--- src/rtl/serdes_pkg.sv ---
// Shared types and the bit-order helper for the framed SERDES.
package serdes_pkg;

    typedef enum logic {
        TX_IDLE  = 1'b0,
        TX_SHIFT = 1'b1
    } tx_state_t;

    typedef enum logic {
        RX_IDLE  = 1'b0,
        RX_SHIFT = 1'b1
    } rx_state_t;

    // Maps transmission order k to the data bit carried at that position.
    function automatic int bit_index(input int k, input int msb_first, input int w);
        if (msb_first != 0) begin
            return w - 1 - k;
        end else begin
            return k;
        end
    endfunction

endpackage

--- src/rtl/serdes_rx_core.sv ---
// RX half: assembles a valid-qualified serial stream into a parallel word,
// writing each bit at its indexed position and flagging early/full/abort events.
module serdes_rx_core
    import serdes_pkg::*;
#(
    parameter int SERDES_WIDTH = 16,
    parameter int EARLY_WIDTH  = 4,
    parameter int MSB_FIRST    = 0
) (
    input  logic                    clk,
    input  logic                    rst,
    input  logic                    serial_in,
    input  logic                    serial_in_valid,
    input  logic                    rx_start,
    output logic [SERDES_WIDTH-1:0] parallel_out,
    output logic                    early_rdy,
    output logic                    parallel_rdy,
    output logic                    rx_abort
);

    localparam int CW  = $clog2(SERDES_WIDTH);
    localparam int RCW = CW + 1;
    localparam logic [CW-1:0]  FIRST_IDX = CW'(bit_index(0, MSB_FIRST, SERDES_WIDTH));
    localparam logic [RCW-1:0] ONE_CNT   = RCW'(1);
    localparam logic [RCW-1:0] EARLY_CNT = RCW'(EARLY_WIDTH);
    localparam logic [RCW-1:0] FULL_CNT  = RCW'(SERDES_WIDTH);

    rx_state_t                rx_state_q, rx_state_d;
    logic [RCW-1:0]           rx_cnt_q, rx_cnt_d, rx_cnt_inc_s;
    logic [CW-1:0]            wr_idx_s;
    logic [SERDES_WIDTH-1:0]  par_q, par_d;
    logic                     early_q, early_d;
    logic                     rdy_q, rdy_d;
    logic                     abort_q, abort_d;

    assign rx_cnt_inc_s = rx_cnt_q + ONE_CNT;
    assign wr_idx_s     = CW'(bit_index(int'(rx_cnt_q), MSB_FIRST, SERDES_WIDTH));

    // A valid start always wins, even over the bit that would complete a word.
    always_comb begin
        rx_state_d = rx_state_q;
        rx_cnt_d   = rx_cnt_q;
        par_d      = par_q;
        early_d    = 1'b0;
        rdy_d      = 1'b0;
        abort_d    = 1'b0;
        if (serial_in_valid && rx_start) begin
            par_d            = {SERDES_WIDTH{1'b0}};
            par_d[FIRST_IDX] = serial_in;
            rx_cnt_d         = ONE_CNT;
            rx_state_d       = RX_SHIFT;
            abort_d          = (rx_state_q == RX_SHIFT);
            early_d          = (ONE_CNT == EARLY_CNT);
        end else if (serial_in_valid && (rx_state_q == RX_SHIFT)) begin
            par_d[wr_idx_s] = serial_in;
            rx_cnt_d        = rx_cnt_inc_s;
            early_d         = (rx_cnt_inc_s == EARLY_CNT);
            if (rx_cnt_inc_s == FULL_CNT) begin
                rdy_d      = 1'b1;
                rx_state_d = RX_IDLE;
            end else begin
                rdy_d      = 1'b0;
            end
        end else begin
            rx_state_d = rx_state_q;
        end
    end

    // RX state and output registers.
    always_ff @(posedge clk or posedge rst) begin
        if (rst) begin
            rx_state_q <= RX_IDLE;
            rx_cnt_q   <= {RCW{1'b0}};
            par_q      <= {SERDES_WIDTH{1'b0}};
            early_q    <= 1'b0;
            rdy_q      <= 1'b0;
            abort_q    <= 1'b0;
        end else begin
            rx_state_q <= rx_state_d;
            rx_cnt_q   <= rx_cnt_d;
            par_q      <= par_d;
            early_q    <= early_d;
            rdy_q      <= rdy_d;
            abort_q    <= abort_d;
        end
    end

    assign parallel_out = par_q;
    assign early_rdy    = early_q;
    assign parallel_rdy = rdy_q;
    assign rx_abort     = abort_q;

endmodule

--- src/rtl/serdes_framed.sv ---
// Framed SERDES: TX serialiser with zero-gap streaming, plus an independent
// RX assembler on the same clock.
module serdes_framed
    import serdes_pkg::*;
#(
    parameter int SERDES_WIDTH = 16,
    parameter int EARLY_WIDTH  = 4,
    parameter int MSB_FIRST    = 0
) (
    input  logic                    clk,
    input  logic                    rst,
    input  logic [SERDES_WIDTH-1:0] tx_data,
    input  logic                    tx_valid,
    output logic                    tx_ready,
    output logic                    serial_out,
    output logic                    serial_frame,
    output logic                    serial_done,
    input  logic                    serial_in,
    input  logic                    serial_in_valid,
    input  logic                    rx_start,
    output logic [SERDES_WIDTH-1:0] parallel_out,
    output logic                    early_rdy,
    output logic                    parallel_rdy,
    output logic                    rx_abort
);

    localparam int CW = $clog2(SERDES_WIDTH);
    localparam logic [CW-1:0] CNT_LAST  = CW'(SERDES_WIDTH - 1);
    localparam logic [CW-1:0] FIRST_IDX = CW'(bit_index(0, MSB_FIRST, SERDES_WIDTH));

    tx_state_t               tx_state_q, tx_state_d;
    logic [CW-1:0]           tx_cnt_q, tx_cnt_d, tx_cnt_inc_s;
    logic [CW-1:0]           next_idx_s;
    logic [SERDES_WIDTH-1:0] hold_q, hold_d;
    logic                    ser_q, ser_d;
    logic                    frame_q, frame_d;
    logic                    done_q, done_d;
    logic                    last_s, accept_s;

    assign last_s       = (tx_state_q == TX_SHIFT) && (tx_cnt_q == CNT_LAST);
    assign tx_ready     = !rst && ((tx_state_q == TX_IDLE) || last_s);
    assign accept_s     = tx_valid && tx_ready;
    assign tx_cnt_inc_s = tx_cnt_q + CW'(1);
    assign next_idx_s   = CW'(bit_index(int'(tx_cnt_inc_s), MSB_FIRST, SERDES_WIDTH));

    // Accepting on the last bit loads the next word directly, so streams have no gap.
    always_comb begin
        tx_state_d = tx_state_q;
        tx_cnt_d   = tx_cnt_q;
        hold_d     = hold_q;
        ser_d      = ser_q;
        frame_d    = 1'b0;
        done_d     = 1'b0;
        if (accept_s) begin
            hold_d     = tx_data;
            tx_cnt_d   = {CW{1'b0}};
            tx_state_d = TX_SHIFT;
            ser_d      = tx_data[FIRST_IDX];
            frame_d    = 1'b1;
        end else if (tx_state_q == TX_SHIFT) begin
            if (last_s) begin
                tx_state_d = TX_IDLE;
                tx_cnt_d   = {CW{1'b0}};
                ser_d      = 1'b0;
            end else begin
                tx_cnt_d   = tx_cnt_inc_s;
                ser_d      = hold_q[next_idx_s];
                done_d     = (tx_cnt_inc_s == CNT_LAST);
            end
        end else begin
            ser_d = 1'b0;
        end
    end

    // TX state and serial output registers.
    always_ff @(posedge clk or posedge rst) begin
        if (rst) begin
            tx_state_q <= TX_IDLE;
            tx_cnt_q   <= {CW{1'b0}};
            hold_q     <= {SERDES_WIDTH{1'b0}};
            ser_q      <= 1'b0;
            frame_q    <= 1'b0;
            done_q     <= 1'b0;
        end else begin
            tx_state_q <= tx_state_d;
            tx_cnt_q   <= tx_cnt_d;
            hold_q     <= hold_d;
            ser_q      <= ser_d;
            frame_q    <= frame_d;
            done_q     <= done_d;
        end
    end

    assign serial_out   = ser_q;
    assign serial_frame = frame_q;
    assign serial_done  = done_q;

    serdes_rx_core #(
        .SERDES_WIDTH (SERDES_WIDTH),
        .EARLY_WIDTH  (EARLY_WIDTH),
        .MSB_FIRST    (MSB_FIRST)
    ) u_rx (
        .clk             (clk),
        .rst             (rst),
        .serial_in       (serial_in),
        .serial_in_valid (serial_in_valid),
        .rx_start        (rx_start),
        .parallel_out    (parallel_out),
        .early_rdy       (early_rdy),
        .parallel_rdy    (parallel_rdy),
        .rx_abort        (rx_abort)
    );

endmodule

--- config.mk ---
export PLATFORM = sky130hd
export DESIGN_NAME = serdes_framed
export DESIGN_NICKNAME = d
export VERILOG_FILES = /design/src/rtl/serdes_pkg.sv /design/src/rtl/serdes_rx_core.sv /design/src/rtl/serdes_framed.sv
export SDC_FILE = /design/constraint.sdc
export NUM_CORES = 1
export LEC_CHECK = 0
export CORE_MARGIN = 3
export CORE_UTILIZATION = 40
export DETAILED_ROUTE_END_ITERATION = 16
export GPL_ROUTABILITY_DRIVEN = 0
export PLACE_DENSITY = 0.73
export SLEW_MARGIN = 20
export SYNTH_ARGS = -nofsm -noshare
export SYNTH_HDL_FRONTEND = slang
export SYNTH_SLANG_ARGS = --single-unit
--- constraint.sdc ---
create_clock -name clk -period 3.3 [get_ports clk]
set_input_delay 0.495 -clock clk [delete_from_list [all_inputs] [get_ports clk]]
set_output_delay 0.495 -clock clk [all_outputs]
set_load 0.02 [all_outputs]
Word level (Yosys, flattened, before mapping) --
Cells that the tools add are included.
Word-level totals: bits in registers 49, input bits 22, word-level logic and storage cells 65, output and inout port bits 23
Operators by class: eq/ne operators 4, $lt $le $gt $ge 3, add/subtract/negate cells 2, reductions and logical operators 12, bitwise operators 1, mux-type cells 31
Operators by type and width (number):
- 16-bit two-way mux | 2
- 1-bit two-way mux | 21
- 16-bit bitwise mux | 1
- 4-bit two-way mux | 3
- 4-bit by 5-bit < comparator with 1-bit output, second input constant | 2
- 5-bit two-way mux | 2
- 4-bit equality test, second input constant | 2
- 1-bit logical AND | 6
- 2-bit nonzero test | 3
- 5-bit by 1-bit adder with 5-bit output, second input constant | 1
- 5-bit by 3-bit equality test with 1-bit output, second input constant | 1
- 5-bit equality test, second input constant | 1
- 4-bit by 1-bit adder with 4-bit output, second input constant | 1
- 1-bit binary-select mux with 4-bit select | 1
- 1-bit demux with 4-bit select | 1
- 4-bit by 1-bit >= comparator with 1-bit output, second input constant | 1
- 2-bit AND reduction | 1
- 1-bit logical NOT | 1
- 1-bit logical OR | 1
- 1-bit NOT | 1

Logic depth before layout (Yosys ltp) --
Gate-level depths: netlist of the first run.
word-level depth 7, mapped depth 7, mapped depth without buffers 6

Cells and area by module --
From an unflattened synthesis of the first run, not the netlist that was laid out.
Unflattened totals: cells, all modules 200, area total of the unflattened synthesis 2368.5 um2
Modules (own cells, without submodules):
- serdes_rx_core | times used 1, sequential area each 625.6 um2, cells each 123, area each 1268.7 um2
- serdes_framed | times used 1, sequential area each 600.6 um2, cells each 77, area each 1099.8 um2

Worst setup path after synthesis of the first run --
Ideal clock, no wire load.
path type input to register, from input port rst, to register tx_cnt_q[1], library setup time 0.130 ns, stages on the path 4, data required time 3.170 ns, arrival 1.947 ns, slack 1.223 ns, path buffers 0, cells stage by stage inv_1 a21oi_1 nand2_1 o21ai_0
On the way: cells in the longest elaborated chain, start to end 4, elaborated cells between the ends (all ways) 5, classes of those cells mux (1); reduce/logical (4)
RTL lines:
- start: declaration | line serdes_framed.sv:11 | input logic rst,
- 1-bit logical NOT (no source line) (*)
- 1-bit logical AND (*) | line serdes_framed.sv:41 | assign tx_ready = !rst && ((tx_state_q == TX_IDLE) || last_s);
- 1-bit logical AND (*) | line serdes_framed.sv:42 | assign accept_s = tx_valid && tx_ready;
- 4-bit two-way mux / 2-bit nonzero test (equally long branches)
- end signal: assignment | line serdes_framed.sv:79 | tx_cnt_q <= {CW{1'b0}};
- end signal: assignment | line serdes_framed.sv:86 | tx_cnt_q <= tx_cnt_d;
- end: declaration | line serdes_framed.sv:32 | logic [CW-1:0] tx_cnt_q, tx_cnt_d, tx_cnt_inc_s;
Mark *: on every way between the ends. The rest lies on a longest branch, timed or not. A chain may end at the register's enable or synchronous reset.

Worst setup path after layout of the first run --
from register tx_cnt_q[0], to output port tx_ready
On the way: cells in the longest elaborated chain, start to end 4
RTL lines:
- 4-bit equality test | line serdes_framed.sv:40 | assign last_s = (tx_state_q == TX_SHIFT) && (tx_cnt_q == CNT_LAST);
- 1-bit logical AND | line serdes_framed.sv:40
- 1-bit logical OR | line serdes_framed.sv:41
- 1-bit logical AND | line serdes_framed.sv:41
- end: declaration | line serdes_framed.sv:14 | output logic tx_ready,
No other way between the ends.

==> results.md, run 1 <==
- The floorplan step set the die width to ~82 um.
- The share of flip-flops with an asynchronous set or reset after synthesis is 100%.
- The wire length per cell is approximately 14 um.
- The path type of the worst min-delay path is flop to flop.
- The worst-case headroom to the max-slew limit is between 50% and 60%.
- For this configuration, the core starts out at a cell density of around two fifths.
- The placed instance count is roughly 320.
- Global routing used between 10% and 20% of the available tracks across all layers.
- After detailed routing, the number of vias per cell comes to 5.14.
- The number of nets in the layout is 287.
- The flow ran to the end, and the final reports show no timing, DRC or antenna violations.
- The die extent in y is 82.1 um.
- The clock edge transition at the registers on the reported setup and hold paths is 90 ps.
- Power spread over the standard cell area amounts to about 700 nW/um^2.
- The number of failing hold endpoints at the final stage is 0.
- The post-synthesis net count is 243.
- The via count of the first global-routing pass is about 1,600.
- The I/O pin total is between 40 and 50.
- The flip-flop cell with the highest count after synthesis is dfrtp_1.
- The number of instances in the synthesized netlist is roughly 220.
- Adding up every negative setup slack in the final design gives 0 ps.
- The maximum number of pins on one net before global-route repair is 50.
- After synthesis, the netlist uses 32 different library cells.
- Counting flops and latches in the post-synthesis netlist gives 49.
- The tree is rooted in a clkbuf_8.
- The post-CTS resize count is 0.
- The number of clock buffers inserted by TritonCTS is 5.
- The clock tree buffer depth is 2.
- The total of hold buffers inserted after clock tree synthesis is 0.
- The post-CTS setup buffer count is 0.
- The mean instance size in the synthesized netlist is 10.8 um^2.
- The tool flagged a number of max-cap violations equal to 0.
- The final HPWL from detailed placement is ~3300 um.
- Summed over all layers, the routed wires come to around 4800 um.
- The worst supply voltage drop on vdd is around 290 uV.
- The initial antenna violation count is 0.
- Once detail routing completed, the nets flagged for antenna violations numbered 0.
- The area of the core region is approximately 5500 um^2.
- The via count is approximately 1,700.
- STA puts the critical path data arrival time at just over 2000 ps.
- The global-route wire length before repair is between 7000 and 8000 um.
- After the first detailed-routing iteration, the DRC count stood at 61.
- The type of the worst setup path is flop to output port.
- In this run the cell area of the synthesized design comes to ~2300 um^2.
- STA puts the critical path data required time at 2800 ps.
- The finished layout holds 332 standard cells, fillers aside.
- Along the worst path, the maximum fanout reaches 9.
- From synthesis to final layout, the design area changed by 26.7%.
- The number of synthesized flops with an enable pin is 0.
- The global route total overflow is 0.
- The top cell types in the final layout, fill and taps aside, are dfrtp_1 (49), clkdlybuf4s50_1 (44), o21ai_0 (28).
- Across the routed clock network, the largest skew measured is around 5.4 ps.
- Counting every sink on the clock net gives 49.
- Counting I/O delays and the setup requirement, the final critical path takes between 2000 and 3000 ps.
- At the later pin of the worst-skew pair, clock insertion delay measures roughly 300 ps.
- The first detailed-routing pass ran for 4 iterations.
- The floorplan step defined a die boundary enclosing 6740 um^2.
- The clock tree from TritonCTS is done.
- The remaining design rule violation count is 0.
- The startpoint type of the worst setup path is a flop.
- The kind of end point of the critical path is an output port.
- The fraction of layout cells with a size suffix above 1 is ~14%.
- After layout, the worst path uses between 70% and 80% of the clock period.
- The number of input and output port buffers inserted is 44.
- The final-report setup violation count is 0.
- The share of the Yosys chip area taken by registers is approximately 53%.
- The most common library cell in the layout ignoring fill and taps is dfrtp_1.
- Setup repair after global routing left no endpoint under its margin.
- The count of warnings emitted by yosys is 0.
- Summed over all cells, the static leakage comes to roughly 1.2 nW.
- 0 antenna diodes ended up in the layout.
- For the pin with the worst max-slew slack, the measured transition is 615 ps.
- The row count is 27.
- The total count of max-transition violations in the final report was 0.
- The H-tree generated during clock tree synthesis spans 2 levels.
- Derived from the worst setup path, the maximum achievable clock frequency is 0.395 GHz.
[critical path: stages, from the launching register on]
cell and delay (ps):
dfrtp_1 560, ha_1 270, nand3_2 130, a21oi_1 160, clkdlybuf4s50_1 610
[state kept, by name (all words and copies together) (netlist names)]
register and count:
hold_q 16, u_rx.parallel_out 16, u_rx.rx_cnt_q 5, tx_cnt_q 4, serial_done 1, serial_frame 1, serial_out 1, tx_state_q 1
u_rx.early_rdy 1, u_rx.parallel_rdy 1, u_rx.rx_abort 1, u_rx.rx_state_q 1
[metal layers]
metal | wire length, um | up-vias | track usage [%] | part of all wire (%)
met2 | 2320 | 39 | 25.2 | 49
li1 | - | 834 | - | -
met4 | 63 | 0 | 5.48 | 1.3
met5 | 0 | - | 0 | 0
met3 | 253 | 8 | 4.06 | 5.3
met1 | 2130 | 825 | 19.3 | 45
[kinds of logic after synthesis]
logic type                 share of synthesized area (%)
muxes                                               14.0
DFF                                                 53.0
and+or+nand+nor                                     12.8
AOI/OAI and AO/OA                                   12.9
adders and majority gates                           3.24
xor gates and xnor gates                           0.757
buffers and inverters                               3.35
[report_power, final]
part / leakage, nW / switching, mW / internal (mW)
Combinational: 0.536 / 0.305 / 0.404
Clock: 0.0585 / 0.198 / 0.247
Sequential: 0.628 / 0.135 / 0.767
[area by class of cell]
class | instances | area, um^2
Clock buffer | 7 | 86.3
Timing Repair Buffer | 47 | 463
Sequential cell | 49 | 1230
Multi-Input combinational cell | 149 | 1010
Fill cell | 522 | 2610
Tap cell | 72 | 90.1
Clock inverter | 1 | 30.0
Inverter | 7 | 26.3
[metrics by stage]
step           instance area [um^2]  hold WS (ps)  setup WS [ps]  power (mW)  util (%)
6_report                       2930           504            769        2.06      52.9
3_5_place_dp                   2820           494           1040        1.63      50.8
4_1_cts                        2930           506            742        2.08      52.9
2_1_floorplan                  2310           454           1220        1.43         -
5_1_grt                        2930           534            603        2.20      52.9
3_3_place_gp                   2820           485           1060        1.61      50.8
[final timing paths]
kind                       slack [ps]             start               endpoint  cells past startpoint
max                               770       tx_cnt_q[0]               tx_ready                      4
max reg2reg                      1250       tx_cnt_q[0]             serial_out                      6
min in group asynchronous         800               rst            serial_done                      3
min reg2reg                       500  u_rx.rx_cnt_q[4]         u_rx.early_rdy                      1
min                               500  u_rx.rx_cnt_q[4]         u_rx.early_rdy                      1
max in group asynchronous        2070               rst  u_rx.parallel_out[12]                      3
[synth_stat cells, types with 4 or more instances]
master    count  area [um^2]
ha_1          6         75.1
dfrtp_1      49         1230
clkbuf_1      7         26.3
mux4_2        4         90.1
a21oi_1      19         95.1
nor2_1       20         75.1
mux2_2       11          124
nand2_1      24         90.1
nand3_1       8         40.0
inv_1         7         26.3
o21ai_0      28          140
mux2_4        6         90.1
Note: power is estimated with default switching activity, not from simulation.
==> run 2, diff against run 1 <==
- clock period: 3.3 -> 2.4 ns (I/O delays scaled with it)
==> results.md, run 2 (synthesized netlist as in run 1, its figures left out) <==
- The starting density of the core is 41.8% (unchanged).
- The critical path in this run is classified as flop to output port.
- The data required time of the worst path is 2040 ps (-760 ps).
- The number of DRC markers in iteration 0 is 58 (-4.9%).
- The clock net sink count is 49 (unchanged).
- The number of antenna cells inserted came to 0 (unchanged).
- The via count is 1,722 (+0.94%).
- The overall fraction of global-route tracks in use is 16.0% (+0.70 points).
- The root buffer selected by CTS is clkbuf_8.
- The largest fanout on the critical path is 4 (-5).
- The detailed-route vias per instance is 5.17 (+0.63%).
- The initial antenna violation count is 0 (unchanged).
- The post-layout utilization of the core is 52.7% (-0.25 points).
- The final critical delay including setup and external delays is ~2200 ps.
- The kind of end point of the critical path is an output port.
- The cell leakage power is 1.22 nW (-0.45%).
- The horizontal extent of the die is 82.1 um (unchanged).
- The number of failing hold endpoints at the final stage is 0 (unchanged).
- The post-route total power is 2.74 mW (+33%).
- The antenna violation net count after detailed routing is 0 (unchanged).
- The number of nets in the layout is 289 (+0.70%).
- Compared with the post-synthesis result, the final layout area differs by 26.1%.
- The transition time at the pin with the least slew margin is 611 ps (-3.78 ps).
- The number of input and output port buffers inserted is 44 (unchanged).
- The clock edge transition at the registers on the reported setup and hold paths is 80 ps (about the same).
- The worst supply voltage drop on vdd is 435 uV (+51%).
- TritonCTS built the clock tree.
- The final wirelength is 4790 um (+0.36%).
- The die extent in y is 82.1 um (unchanged).
- The worst-case headroom to the max-slew limit is 59.2% (+0.25 points).
- The run finished with clean final reports.
- The final clock skew came to 4.93 ps (-0.453 ps).
- The arrival time of data at the critical path endpoint was 1830 ps (-210 ps).
- The final cell area excluding filler cells came to 2920 um^2 (-0.47%).
- The clock network latency to the later pin of the worst-skew pair came to 300 ps (about the same).
- The global-route wire length before repair is 8070 um (+3.9%).
- The final HPWL from detailed placement came to 3300 um (+0.16%).
- In the finished design, the share of the clock period the worst path needs comes to 91.2%.
- The total power density per cell area is 940 nW/um^2 (+34%).
- The row count is 27 (unchanged).
- In the layout the commonest cells are dfrtp_1 (48), clkdlybuf4s50_1 (44), o21ai_0 (28).
- The number of clock buffers inserted by TritonCTS is 5 (unchanged).
- Setup repair after global routing left no endpoint under its margin.
- The remaining design rule violation count is 0 (unchanged).
- The count of fill cells added during filler insertion is 523 (+0.19%).
- The number of maximum-capacitance violations was 0 (unchanged).
- The I/O pin total is 45 (unchanged).
- Leaving out fill and tap cells, the most frequent cell in the layout is dfrtp_1.
- The number of cells on the worst reg-to-reg path is 7 (+1).
- The wire length per cell is 14.4 um (about the same).
- The startpoint type of the worst setup path is a flop.
- The area of placed instances is 2820 um^2 (unchanged).
- The clock tree buffer depth is 2 (unchanged).
- The global route total overflow came to 0 (unchanged).
- The highest clock frequency the design can meet is ~0.46 GHz.
- The worst hold path belongs to the class flop to flop.
- The full die area came to 6740 um^2 (unchanged).
- The total count of max-transition violations in the final report is 0 (unchanged).
- The number of H-tree levels is 2 (unchanged).
- The area of the core region is 5540 um^2 (unchanged).
- The setup TNS after final layout came to 0 ps (unchanged).
- The fraction of layout cells with a size suffix above 1 is 14.6% (+0.71 points).
- The final-report setup violation count was 0 (unchanged).
- The maximum number of pins on one net before global-route repair is 50 (unchanged).
- The total of hold buffers inserted after clock tree synthesis was 0 (unchanged).
- The via count of the first global-routing pass is 1,680 (+2.0%).
- The hold path depth is 1 (unchanged).
- The count of TritonRoute iterations in the first routing pass came to 4 (unchanged).
[run 2: area by class of cell]
| cell class | count | area (um^2) | area share, % |
|---|---|---|---|
| sequential | 49 | 1230 | 42.0 |
| tap | 72 | 90.1 | 3.09 |
| timing repair buffer | 49 | 478 | 16.4 |
| clock buffer | 7 | 86.3 | 2.96 |
| multi-input combinational | 149 | 1010 | 34.6 |
| inverter | 7 | 26.3 | 0.900 |
[run 2: power breakdown]
part           total (mW)  switching, mW  internal (mW)
clock network       0.484          0.255          0.229
registers            1.22          0.166           1.06
logic                1.04          0.461          0.577
total                2.74          0.882           1.86
[run 2: path summary, 6_finish.rpt]
kind / from / to / slack [ps]
setup / recovery: tx_cnt_q[1] / tx_ready / 210
hold / removal: u_rx.rx_cnt_q[4] / u_rx.early_rdy / 500
setup reg to reg: tx_cnt_q[0] / serial_out / 380
hold reg to reg: u_rx.rx_cnt_q[4] / u_rx.early_rdy / 500
max in group asynchronous: rst / tx_cnt_q[0] / 1270
min in group asynchronous: rst / serial_done / 690
[run 2: critical path, stage by stage, from the launching register on]
cell	delay [ps]
dfrtp_1	400
ha_1	210
nand3_2	130
a21oi_1	170
clkdlybuf4s50_1	620
[run 2: per-stage QoR]
stage	hold slack, ps	cells	setup WS, ps
6_report	505	333	212
5_1_grt	525	333	86.5
4_1_cts	511	331	71.7
3_5_place_dp	491	324	286
3_3_place_gp	487	324	359
2_1_floorplan	454	215	458
[run 2: layer usage]
layer	up-vias	track usage, %	share of wire, %
met3	8	4.28	5.5
li1	836	-	-
met5	-	0	0
met2	41	25.9	49
met1	837	20.5	44
met4	0	5.98	1.5
[run 2: timing repair]
action	4_1_cts	5_1_grt
setup buffers	0	2
endpoints found under the setup margin	1	1
resized for setup	1	0
==> run 3, diff against run 2 <==
- RECOVER_POWER: not set -> 25
- SETUP_SLACK_MARGIN: not set -> 0.05
==> results.md, run 3 (synthesized netlist as in run 1, its figures left out) <==
- On the critical path, the stage with the largest delay is an instance of clkdlybuf4s50_1.
- The row count was 27 (unchanged).
- The final HPWL from detailed placement is 3300 um (unchanged).
- The share of the clock period used by the worst path after layout is 91.1% (about the same).
- The net switching fraction of the power came to 32.1% (about the same).
- The number of failing hold endpoints at the final stage is 0 (unchanged).
- The die extent in y was 82.1 um (unchanged).
- The initial antenna violation count is 0 (unchanged).
- The full die area was 6740 um^2 (unchanged).
- The total count of max-transition violations in the final report is 0 (unchanged).
- The via count was 1,725 (+0.17%).
- The flow ran to the end, and the final reports show no timing, DRC or antenna violations.
- The number of maximum-capacitance violations is 0 (unchanged).
- The clock tree buffer depth is 2 (unchanged).
- Setup repair after global routing left no endpoint under its margin.
- In the layout the commonest cells are dfrtp_1 (48), clkdlybuf4s50_1 (43), o21ai_0 (28).
- The setup TNS after final layout is 0 ps (unchanged).
- The via count of the first global-routing pass is 1,680 (unchanged).
- The clock edge transition at the registers on the reported setup and hold paths is 80 ps (about the same).
- The part of the power in combinational logic was 37.8% (about the same).
- The path type of the worst min-delay path is flop to flop.
- The highest clock frequency the design can meet is 0.457 GHz (about the same).
- The clock net sink count came to 49 (unchanged).
- The count of TritonRoute iterations in the first routing pass is 4 (unchanged).
- The critical path is of the flop to output port type.
- The worst-case headroom to the max-slew limit was 20.7% (-39 points).
- The final critical delay including setup and external delays came to 2190 ps (-1.62 ps).
- The growth of design area from synthesis to finish is 26.0% (about the same).
- The total power density per cell area came to 941 nW/um^2 (about the same).
- The remaining design rule violation count is 0 (unchanged).
- The power dissipated by switching net loads is 0.882 mW (about the same).
- The minimum hold slack is 505 ps (unchanged).
- The cell leakage power came to 1.21 nW (-0.25%).
- The antenna violation net count after detailed routing is 0 (unchanged).
- The clock network latency to the later pin of the worst-skew pair is 300 ps (about the same).
- The tree is rooted in a clkbuf_8.
- The final-report setup violation count is 0 (unchanged).
- The share of total power in sequential cells is 44.6% (about the same).
- The starting density of the core was 41.8% (unchanged).
- The worst supply voltage drop on vdd was 431 uV (-0.89%).
- The final clock skew came to 4.98 ps (+0.0508 ps).
- The post-layout instance count excluding filler cells was 333 (unchanged).
- The arrival time of data at the critical path endpoint is 1830 ps (about the same).
- The number of antenna cells inserted is 0 (unchanged).
- The placed instance count is 324 (unchanged).
- The transition time at the pin with the least slew margin is 1190 ps (+579 ps).
- The final wirelength is 4780 um (-0.10%).
- The number of H-tree levels is 2 (unchanged).
- The biggest cell delay along the critical path is 620 ps (about the same).
- The I/O pin total was 45 (unchanged).
- The clock tree from TritonCTS is done.
- The final cell area excluding filler cells is 2920 um^2 (about the same).
- The internal cell power is 1.86 mW (about the same).
- The global-route wire length before repair is 8070 um (unchanged).
- The signal on the critical path passes through ha_1, nand3_2, a21oi_1, clkdlybuf4s50_1.
- The number of nets in the layout is 289 (unchanged).
- The area of placed instances came to 2820 um^2 (unchanged).
- The global route total overflow came to 0 (unchanged).
- The post-route total power is 2.74 mW (about the same).
- The area of the core region is 5540 um^2 (unchanged).
- The number of DRC markers in iteration 0 came to 57 (-1.7%).
- The kind of end point of the critical path is an output port.
- The number of clock buffers inserted by TritonCTS was 5 (unchanged).
- The total of hold buffers inserted after clock tree synthesis is 0 (unchanged).
- The maximum number of pins on one net before global-route repair is 50 (unchanged).
- The detailed-route vias per instance is 5.18 (+0.17%).
- The data required time of the worst path is 2040 ps (about the same).
- The overall fraction of global-route tracks in use was 16.0% (unchanged).
- STA classifies the critical path startpoint as a flop.
- The largest fanout on the critical path was 4 (unchanged).
- The wire length per cell is 14.4 um (-0.10%).
- The number of input and output port buffers inserted was 44 (unchanged).
- The pre-CTS setup slack is 286 ps (unchanged).
- The horizontal extent of the die was 82.1 um (unchanged).
- The fraction of layout cells with a size suffix above 1 is 14.2% (-0.38 points).
- The share of total power in the clock network is 17.6% (about the same).
- The post-layout utilization of the core is 52.6% (about the same).
- The most common library cell in the layout ignoring fill and taps is dfrtp_1.
- The post-route worst setup slack is 214 ps (+1.62 ps).
## run 3: what timing repair did
item | in CTS | in global routing
endpoints found under the setup margin | 1 | 1
pin swaps | 0 | 0
resized for setup | 1 | 0
setup buffers | 0 | 2
endpoints found under the hold margin | 0 | 0
## run 3: final cells by class
type                    count  area [um^2]
flip-flops and latches     49         1230
well taps                  72         90.1
fillers                   522         2620
repair buffers             49          475
inverters                   7         26.3
clock buffers               7         86.3
multi-input cells         149         1010
## run 3: worst paths after layout
| path | startpoint | end | slack, ps | cells past startpoint |
|---|---|---|---|---|
| max in group asynchronous | rst | tx_cnt_q[0] | 580 | 3 |
| setup reg to reg | tx_cnt_q[0] | serial_out | 380 | 7 |
| min in group asynchronous | rst | serial_done | 1020 | 3 |
| hold reg to reg | u_rx.rx_cnt_q[4] | u_rx.early_rdy | 500 | 1 |
| setup / recovery | tx_cnt_q[1] | tx_ready | 210 | 4 |
| hold / removal | u_rx.rx_cnt_q[4] | u_rx.early_rdy | 500 | 1 |
## run 3: power by group through the flow
stage                     registers, mW  logic (mW)  clock network [mW]
final                              1.22        1.04               0.484
after global routing               1.26        1.15               0.541
after CTS                          1.25        1.01               0.508
after detailed placement           1.26        1.00                   0
after global placement             1.25       0.958                   0
after floorplan                    1.21       0.755                   0
## run 3: per-layer routing
layer  vias to the layer above  routed length [um]  global-route usage (%)
li1                        836                   -                       -
met1                       840                2120                    20.5
met2                        41                2340                    25.9
met3                         8                 255                    4.28
met4                         0                  72                    5.98
met5                         -                   0                       0
## run 3: critical path, delay by kind of cell (launching register included)
family	cells	cell delay, ps
simple gates	1	130
compound gates	1	170
fa+ha+maj	1	210
buf+inv	1	620
flops	1	400
